File: src/rtl/wb_stage_pkg.sv
// Shared types for the write-back stage: register-file command
// encodings, FSM states and the record filter helper.
package wb_stage_pkg;

   typedef enum logic [1:0] {
      RF_NOP   = 2'b00,
      RF_READ  = 2'b01,
      RF_WRITE = 2'b10
   } rf_cmd_e;

   typedef enum logic {
      WB_IDLE = 1'b0,
      WB_WAIT = 1'b1
   } wb_state_e;

   function automatic logic wb_writes(
      input logic       we,
      input logic [4:0] rd
   );
      return we && (rd != 5'd0);
   endfunction

endpackage

File: src/rtl/wb_fifo.sv
// In-order record queue for wb_stage. With WB_FORWARD_EN the entries
// are also exposed oldest-first together with a valid mask.
module wb_fifo #(
   parameter int LEN   = 32,
   parameter int DEPTH = 2
) (
   input  logic           clk,
   input  logic           rst,
   input  logic           push,
   input  logic [4:0]     push_rd,
   input  logic [LEN-1:0] push_data,
   input  logic           pop,
   output logic [4:0]     head_rd,
   output logic [LEN-1:0] head_data,
   output logic           full,
   output logic           empty
`ifdef WB_FORWARD_EN
   ,
   output logic [DEPTH-1:0][4:0]     ent_rd,
   output logic [DEPTH-1:0][LEN-1:0] ent_data,
   output logic [DEPTH-1:0]          ent_vld
`endif
);

   localparam int IW = $clog2(DEPTH);
   localparam int PW = IW + 1;

   logic [PW-1:0] wr_q, wr_d;
   logic [PW-1:0] rd_q, rd_d;
   logic [IW-1:0] wi, ri;

   logic [DEPTH-1:0][4:0]     rd_mem_q;
   logic [DEPTH-1:0][LEN-1:0] dat_mem_q;

   assign wi = wr_q[IW-1:0];
   assign ri = rd_q[IW-1:0];

   // Extra pointer bit tells a full queue from an empty one.
   assign empty = (wr_q == rd_q);
   assign full  = (wi == ri) && (wr_q[IW] != rd_q[IW]);

   assign head_rd   = rd_mem_q[ri];
   assign head_data = dat_mem_q[ri];

   assign wr_d = wr_q + PW'(push);
   assign rd_d = rd_q + PW'(pop);

   always_ff @(posedge clk or negedge rst) begin
      if (!rst) begin
         wr_q      <= '0;
         rd_q      <= '0;
         rd_mem_q  <= '0;
         dat_mem_q <= '0;
      end else begin
         wr_q <= wr_d;
         rd_q <= rd_d;
         if (push) begin
            rd_mem_q[wi]  <= push_rd;
            dat_mem_q[wi] <= push_data;
         end
      end
   end

`ifdef WB_FORWARD_EN
   logic [PW-1:0] cnt;

   assign cnt = wr_q - rd_q;

   always_comb begin
      ent_rd   = '0;
      ent_data = '0;
      ent_vld  = '0;
      for (int a = 0; a < DEPTH; a++) begin
         ent_rd[a]   = rd_mem_q[ri + IW'(a)];
         ent_data[a] = dat_mem_q[ri + IW'(a)];
         ent_vld[a]  = PW'(a) < cnt;
      end
   end
`endif

endmodule

File: src/rtl/wb_stage.sv
// Write-back stage: queues records and drains them to the register
// file one write at a time. Define WB_FORWARD_EN for the bypass port.
module wb_stage
   import wb_stage_pkg::*;
#(
   parameter int LEN   = 32,
   parameter int DEPTH = 2
) (
   input  logic           clk,
   input  logic           rst,
   input  logic           rdy_in,
   input  logic           wb_valid,
   input  logic [4:0]     wb_rd,
   input  logic [LEN-1:0] wb_data,
   input  logic           wb_reg_write,
   output logic           wb_ready,
   output logic [1:0]     rf_signal,
   output logic [4:0]     rf_rd,
   output logic [LEN-1:0] rf_data,
   input  logic           rf_vis_finished,
   output logic           wb_busy,
   output logic [31:0]    retire_cnt
`ifdef WB_FORWARD_EN
   ,
   input  logic [4:0]     fwd_rs,
   output logic           fwd_hit,
   output logic [LEN-1:0] fwd_data
`endif
);

   logic           full, empty;
   logic           accept, push, filt, done;
   logic [4:0]     head_rd;
   logic [LEN-1:0] head_data;

   wb_state_e      state_q, state_d;
   rf_cmd_e        sig_q, sig_d;
   logic [4:0]     rd_q, rd_d;
   logic [LEN-1:0] data_q, data_d;
   logic [31:0]    cnt_q, cnt_d;

`ifdef WB_FORWARD_EN
   logic [DEPTH-1:0][4:0]     ent_rd;
   logic [DEPTH-1:0][LEN-1:0] ent_data;
   logic [DEPTH-1:0]          ent_vld;
`endif

   assign wb_ready = !full && rdy_in;
   assign accept   = wb_valid && wb_ready;
   assign push     = accept && wb_writes(wb_reg_write, wb_rd);
   assign filt     = accept && !push;
   assign done     = rdy_in && (state_q == WB_WAIT) && rf_vis_finished;

   wb_fifo #(
      .LEN   (LEN),
      .DEPTH (DEPTH)
   ) u_fifo (
      .clk       (clk),
      .rst       (rst),
      .push      (push),
      .push_rd   (wb_rd),
      .push_data (wb_data),
      .pop       (done),
      .head_rd   (head_rd),
      .head_data (head_data),
      .full      (full),
      .empty     (empty)
`ifdef WB_FORWARD_EN
      ,
      .ent_rd    (ent_rd),
      .ent_data  (ent_data),
      .ent_vld   (ent_vld)
`endif
   );

   always_comb begin
      state_d = state_q;
      sig_d   = sig_q;
      rd_d    = rd_q;
      data_d  = data_q;
      cnt_d   = cnt_q + 32'(filt) + 32'(done);
      if (rdy_in) begin
         unique case (state_q)
            WB_IDLE: begin
               if (!empty) begin
                  rd_d    = head_rd;
                  data_d  = head_data;
                  sig_d   = RF_WRITE;
                  state_d = WB_WAIT;
               end
            end
            WB_WAIT: begin
               if (rf_vis_finished) begin
                  sig_d   = RF_NOP;
                  state_d = WB_IDLE;
               end
            end
            default: state_d = WB_IDLE;
         endcase
      end
   end

   always_ff @(posedge clk or negedge rst) begin
      if (!rst) begin
         state_q <= WB_IDLE;
         sig_q   <= RF_NOP;
         rd_q    <= '0;
         data_q  <= '0;
         cnt_q   <= '0;
      end else begin
         state_q <= state_d;
         sig_q   <= sig_d;
         rd_q    <= rd_d;
         data_q  <= data_d;
         cnt_q   <= cnt_d;
      end
   end

   assign rf_signal  = sig_q;
   assign rf_rd      = rd_q;
   assign rf_data    = data_q;
   assign retire_cnt = cnt_q;
   assign wb_busy    = !empty || (state_q == WB_WAIT);

`ifdef WB_FORWARD_EN
   // Walk oldest to youngest so the youngest match wins.
   always_comb begin
      fwd_hit  = 1'b0;
      fwd_data = '0;
      for (int a = 0; a < DEPTH; a++) begin
         if (ent_vld[a] && ent_rd[a] == fwd_rs && fwd_rs != 5'd0) begin
            fwd_hit  = 1'b1;
            fwd_data = ent_data[a];
         end
      end
   end
`endif

endmodule

File: config.mk
export PLATFORM = sky130hd
export DESIGN_NAME = wb_stage
export DESIGN_NICKNAME = d
export VERILOG_FILES = /design/src/rtl/wb_stage_pkg.sv /design/src/rtl/wb_fifo.sv /design/src/rtl/wb_stage.sv
export SDC_FILE = /design/constraint.sdc
export NUM_CORES = 1
export LEC_CHECK = 0
export BUFFER_PORTS_ARGS = -buffer_cell sky130_fd_sc_hd__buf_2
export CAP_MARGIN = 20
export CORE_ASPECT_RATIO = 1.2
export CORE_UTILIZATION = 38
export DETAILED_ROUTE_END_ITERATION = 8
export PLACE_DENSITY_LB_ADDON = 0.1
export SYNTH_ARGS = -nofsm -noshare
export SYNTH_HDL_FRONTEND = slang
export SYNTH_SLANG_ARGS = --single-unit
File: constraint.sdc
create_clock -name clk -period 3.1 [get_ports clk]
set_input_delay 0.62 -clock clk [delete_from_list [all_inputs] [get_ports clk]]
set_output_delay 0.62 -clock clk [all_outputs]
set_load 0.02 [all_outputs]
==> results.cfg, run 1 <==
[outcome]
status = finished clean

[floorplanning]
start_util_pct = 39.30
num_rows = 50
fp.dieArea_mm2 = 0.01689
die_y_um = 142.1
fp.dieW_um = 118.8
coreArea_mm2 = 0.01583
ios = 116

[layout]
drive_above_1_share_pct = 39.77
fin_cells = 814
area_delta_synth_final_pct = 23.90
diodes = 0
nets = 642

[synth]
netlist_top_cells_area = dfrtp_1 (60%), mux2_2 (13%), mux2i_1 (6.0%)
synth_top_area_share_pct = 59.95
async_flop_share_pct = 100.0
synth_nets = 520
syn_area_mm2 = 0.006220
synth_most_common_cell = dfrtp_1
synth-edff-count = 0
synthFlopType = dfrtp_1
synth_commonest_cells = dfrtp_1 (149), mux2_2 (74), nand2_1 (48)
ys_types = 34
postSynthAreaPerCell_um2 = 13.18
yosysWarnings = 0
ys_seq_area_share_pct = 59.95
yosysTopAreaCell = dfrtp_1
ys_ff_latch = 149
syn_inst = 472

[sta]
setup-violations-final = 0
slew_headroom_pct = 49.93
fin_crit_sh_pct = 88.26
max_slew.worst_pin.slew_ns = 0.7510
hold_viol = 0
fin_tns_setup_ns = 0
clock.fmax_ghz = 0.3655
rsz0062_at_grt = no
period_needed_ns = 2.736
finalMaxSlewViolations = 0
skew_ns = 0.008517

[power]
internal_power_mw = 5.174
power.leakage_nw = 3.789
vdd_drop_max_mv = 0.4520
power.share.switching_pct = 31.07
pwr_density_cell_mw_per_mm2 = 974.1
p_seq_share_pct = 41.5
p_comb_share_pct = 29.4
p_sw_mw = 2.332
clock_power_share_pct = 29.1

[route]
via_per_inst = 4.897
drt-total-wl_um = 12920
ant_nets = 0
first_pass_iters = 4
dr_total_vias = 3986
drc = 0
drt_iter0_drc = 171
post_drt_wl_per_cell_um = 15.87

[worst_setup_path]
worst-path-buf-inv = 2
path_delay_family = buffers and inverters
crit_type = register to primary output
end_kind = primary output
critPathMaxFanout = 39
slowest_stage = buf_4
cp_cell_sequence = buf_4 > xor2_1 > or3_1 > buf_2
crit_arrival_ns = 2.12
crit_required_ns = 2.48
slowest_delay_ns = 0.60
cp-start-kind = register

[clock_network]
clk_path_buf_depth = 2
postCtsResizedCells = 0
cts-root-buf = clkbuf_16
cts_hold_buf = 0
cts_inserted_buffers = 17
clock_latency_ns = 0.42
cts_tree = built
htreeDepth = 4
clk_pin_slew_ns = 0.05
clock_sinks = 149
cts_setup_buffers = 0

[global_routing]
grt_max_degree = 75
grt_pass1_vias = 4152
grt_pass1_wl_um = 21950
grt_use_total_pct = 16.87
grt.overflow.total = 0
antenna_found_initial = 1

[placed_design]
detailed_place_hpwl_um = 8322
dp.cells = 783
io_buffer_count = 114
routabilityCongestion = 0.7698

[hold_path]
hold_path.class = input port to asynchronous set/reset pin

[run]
drv_cap = 0
==> layer usage <==
layer,global-route usage (%),share of wire [%]
met1,21.76,46
met2,26.78,48
met3,4.527,4.5
met4,7.195,1.7
met5,0,0
==> layout by cell type, fill, tap and decap left out, drive strengths merged <==
master	Yosys	routed
a21oi	1	1
o21ai	39	39
xnor2	19	19
conb	1	1
a21boi	1	1
nand2	48	48
dfrtp	149	149
fa	1	1
or3	1	1
ha	4	4
clkinvlp	0	1
o211ai	1	1
or4	1	1
nor3	4	4
xor2	16	16
nand4	12	12
nand3	11	11
and3	8	8
clkinv	0	3
buf	18	127
mux2i	37	37
and4	2	2
a22oi	1	1
nor4	5	5
nor2	6	6
mux2	74	74
bufinv	0	4
clkbuf	6	23
and2	1	1
inv	4	4
nand4b	1	1
==> layout make-up <==
cell class	instances	area, um2
multi-input combinational	295	2355
sequential	149	3730
timing repair buffer	127	711.9
clock buffer	23	488.0
fill	1496	8122
tap	208	260.3
inverter	4	15.01
clock inverter	8	146.4
==> path summary, 6_finish.rpt <==
check / start / end / slack, ns / cells after the start
setup / recovery: u_fifo.rd_q[0]$_DFF_PN0_ / wb_busy / 0.36 / 4
setup reg to reg: u_fifo.rd_q[1]$_DFF_PN0_ / u_fifo.rd_mem_q[9]$_DFFE_PN0P_ / 0.64 / 7
hold reg to reg: rf_data[1]$_DFFE_PN0P_ / rf_data[1]$_DFFE_PN0P_ / 0.47 / 2
max in group asynchronous: rst / retire_cnt[11]$_DFF_PN0_ / 2.16 / 2
hold / removal: rst / u_fifo.dat_mem_q[9]$_DFFE_PN0P_ / 0.11 / 1
min in group clk: wb_data[20] / u_fifo.dat_mem_q[52]$_DFFE_PN0P_ / 0.45 / 2
==> flip-flops by register name (all words and copies together), names as in the netlist <==
| register | count |
|---|---|
| u_fifo.dat_mem_q | 64 |
| retire_cnt | 32 |
| rf_data | 32 |
| u_fifo.rd_mem_q | 10 |
| rf_rd | 5 |
| u_fifo.rd_q | 2 |
| u_fifo.wr_q | 2 |
| rf_signal | 1 |
| state_q | 1 |
==> worst reg2reg max path: stages (launching register included) <==
cell      delay (ns)
dfrtp_1         0.40
xor2_1          0.20
a21boi_0        0.24
nand2_1         0.08
nor2_1          0.19
ha_2            0.53
buf_4           0.34
mux2_2          0.38
==> power groups by stage <==
stage,clock network (mW),registers [mW],logic [mW]
after floorplan,0,3.37,1.30
after global placement,0,3.11,2.20
after detailed placement,0,3.15,2.25
after CTS,2.24,3.12,2.25
after global routing,2.33,3.23,2.46
final,2.19,3.11,2.21
==> per-stage QoR <==
step           total power, mW  instance area (um2)  hold WS, ns  worst slack (ns)  util (%)
3_5_place_dp             5.399                 7072       0.4650           0.08263     44.68
6_report                 7.506                 7706       0.1063            0.3639     48.69
4_1_cts                  7.621                 7706       0.1091            0.3042     48.69
2_1_floorplan            4.670                 6220       0.3244            0.4172         -
3_3_place_gp             5.312                 7072       0.4556            0.1684     44.68
5_1_grt                  8.019                 7706       0.1205            0.2183     48.69
==> cell families after synthesis <==
group / share of synthesized area [%]
simple gates: 8.731
flops: 59.95
other cells: 0.06029
mux: 19.35
xor+xnor: 4.929
buf+inv: 2.273
fa+ha+maj: 1.127
compound gates: 3.581
No activity file was read; power rests on OpenSTA's default activity.
==> run 2: changes to the inputs <==
==> constraint.sdc (replaced) <==
create_clock -name clk -period 3.1 [get_ports clk]
set_input_delay 0.155 -clock clk [delete_from_list [all_inputs] [get_ports clk]]
set_output_delay 0.155 -clock clk [all_outputs]
set_load 0.02 [all_outputs]
==> results.cfg, run 2 (synthesis results as in run 1) <==
[floorplanning]
coreArea_mm2 = 0.01583
ios = 116
num_rows = 50
fp.dieW_um = 118.8
start_util_pct = 39.30
die_y_um = 142.1
fp.dieArea_mm2 = 0.01689

[sta]
fin_tns_setup_ns = 0
hold_viol = 0
skew_ns = 0.007494
clock.fmax_ghz = 0.3460
max_slew.worst_pin.slew_ns = 0.8160
period_needed_ns = 2.890
setup-violations-final = 0
holdWs_ns = 0.06114
slew_headroom_pct = 45.60
fin_crit_sh_pct = 93.22
rsz0062_at_grt = no
finalMaxSlewViolations = 0

[power]
p_sw_mw = 2.344
power.share.switching_pct = 31.45
p_total_mw = 7.454
vdd_drop_max_mv = 0.5385
internal_power_mw = 5.110
p_seq_share_pct = 41.8
power.leakage_nw = 3.912
clock_power_share_pct = 28.4
pwr_density_cell_mw_per_mm2 = 929.4
p_comb_share_pct = 29.8

[global_routing]
grt_use_total_pct = 17.28
grt.overflow.total = 0
grt_pass1_vias = 4253
grt_pass1_wl_um = 22200
grt_max_degree = 87
antenna_found_initial = 0

[worst_setup_path]
r2r-end = retire_cnt[25]$_DFF_PN0_
reg2reg_from = u_fifo.rd_q[1]$_DFF_PN0_
slowest_stage = dlygate4sd3_1
critPathMaxFanout = 11
slowest_delay_ns = 0.54
crit_type = input port to register
rrSetupSlack_ns = 0.58
crit_cells = 10
cp-start-kind = input port
end_kind = register
cp_cell_sequence = dlygate4sd3_1 > buf_2 > or4_1 > o21ai_0 > and3_1 > fa_1 > and2_1 > nand4_2 > nor4_1 > xor2_1
crit_arrival_ns = 3.24
path_delay_family = simple AND/OR/NAND/NOR gates
crit_path_end = retire_cnt[25]$_DFF_PN0_
worst-path-buf-inv = 2
crit_start = wb_rd[0]
rr_worst_depth = 8
crit_required_ns = 3.45

[route]
drt_iter0_drc = 165
drc = 0
via_per_inst = 4.857
ant_nets = 0
post_drt_wl_per_cell_um = 15.62
first_pass_iters = 4
drt-total-wl_um = 13230
dr_total_vias = 4114

[clock_network]
cts-root-buf = clkbuf_16
cts_tree = built
postCtsResizedCells = 0
cts_inserted_buffers = 17
clock_sinks = 149
cts_setup_buffers = 0
clk_pin_slew_ns = 0.06
htreeDepth = 4
clock_latency_ns = 0.42
clk_path_buf_depth = 2

[layout]
final_common_cell = dfrtp_1
final_util_pct = 50.67
top_register = u_fifo.dat_mem_q
fin_cells = 847
largest_reg_flops = 64
area_delta_synth_final_pct = 28.95
final_cell_mix = dfrtp_1 (148), buf_2 (113), mux2_2 (74)
nets = 674
diodes = 0
fillers = 1419
drive_above_1_share_pct = 37.25

[placed_design]
detailed_place_hpwl_um = 8264
dp.cells = 777
routabilityCongestion = 0.8249
io_buffer_count = 114

[hold_path]
hold_path.class = input port to register

[run]
drv_cap = 0

[outcome]
status = finished clean
run 2: cell count changes in the layout (fill, tap and decap cells not counted), sizes merged:
| cell | delta |
|---|---|
| dlygate4sd3 | +38 |
| buf | -6 |
| bufinv | -2 |
| clkbuf | +2 |
| clkinvlp | +1 |
run 2: metrics by stage:
step	area [um2]	setup slack, ns
2_1_floorplan	6220	0.4773
3_3_place_gp	7014	0.3485
3_5_place_dp	7014	0.3074
4_1_cts	8020	0.2081
5_1_grt	8020	0.01452
6_report	8020	0.2102
run 2: power by group through the flow:
stage               clock, mW  sequential, mW  combinational [mW]
finish                   2.12            3.11                2.22
global route             2.27            3.22                2.47
CTS                      2.18            3.12                2.27
detailed placement          0            3.15                2.22
global placement            0            3.12                2.18
floorplan                   0            3.37                1.30
run 2: final cells by class:
class	instances	area [um2]	share of cell area, %
sequential	149	3730	46.51
timing repair buffer	159	1035	12.90
multi-input combinational	295	2355	29.36
clock inverter	7	90.09	1.123
clock buffer	25	535.5	6.677
tap	208	260.3	3.245
inverter	4	15.01	0.1872
run 2: repair_timing:
item / in CTS / in global routing
hold buffers: 38 / 0
endpoints found under the setup margin: 0 / 0
hold endpoints to repair: 159 / 0
run 2: layer usage:
layer  part of all wire (%)  routed length [um]  up-vias  GRT usage, %
met5                      0                   0        -             0
met1                     45                5945     2059         21.59
met3                    4.9                 645       16         5.208
met2                     49                6432       89         27.67
li1                       -                   -     1950             -
met4                    1.5                 201        0         7.728
run 2: worst min path at each step:
stage | depth (start not counted) | start | endpoint
2_1_floorplan | 0 | rst | retire_cnt[0]$_DFF_PN0_
3_3_place_gp | 1 | rst | rf_data[9]$_DFFE_PN0P_
3_5_place_dp | 1 | rst | rf_data[12]$_DFFE_PN0P_
4_1_cts | 4 | rf_vis_finished | rf_signal[1]$_DFFE_PN0P_
5_1_grt | 4 | rf_vis_finished | rf_signal[1]$_DFFE_PN0P_
6_report | 4 | rf_vis_finished | rf_signal[1]$_DFFE_PN0P_
run 2: worst register-to-register path, cell delays in order, from the launching register on:
cell      delay, ns
dfrtp_1        0.39
xor2_1         0.20
a21boi_0       0.32
and3_1         0.22
fa_1           0.20
and2_1         0.23
nand4_2        0.36
nor4_1         0.34
xor2_1         0.18
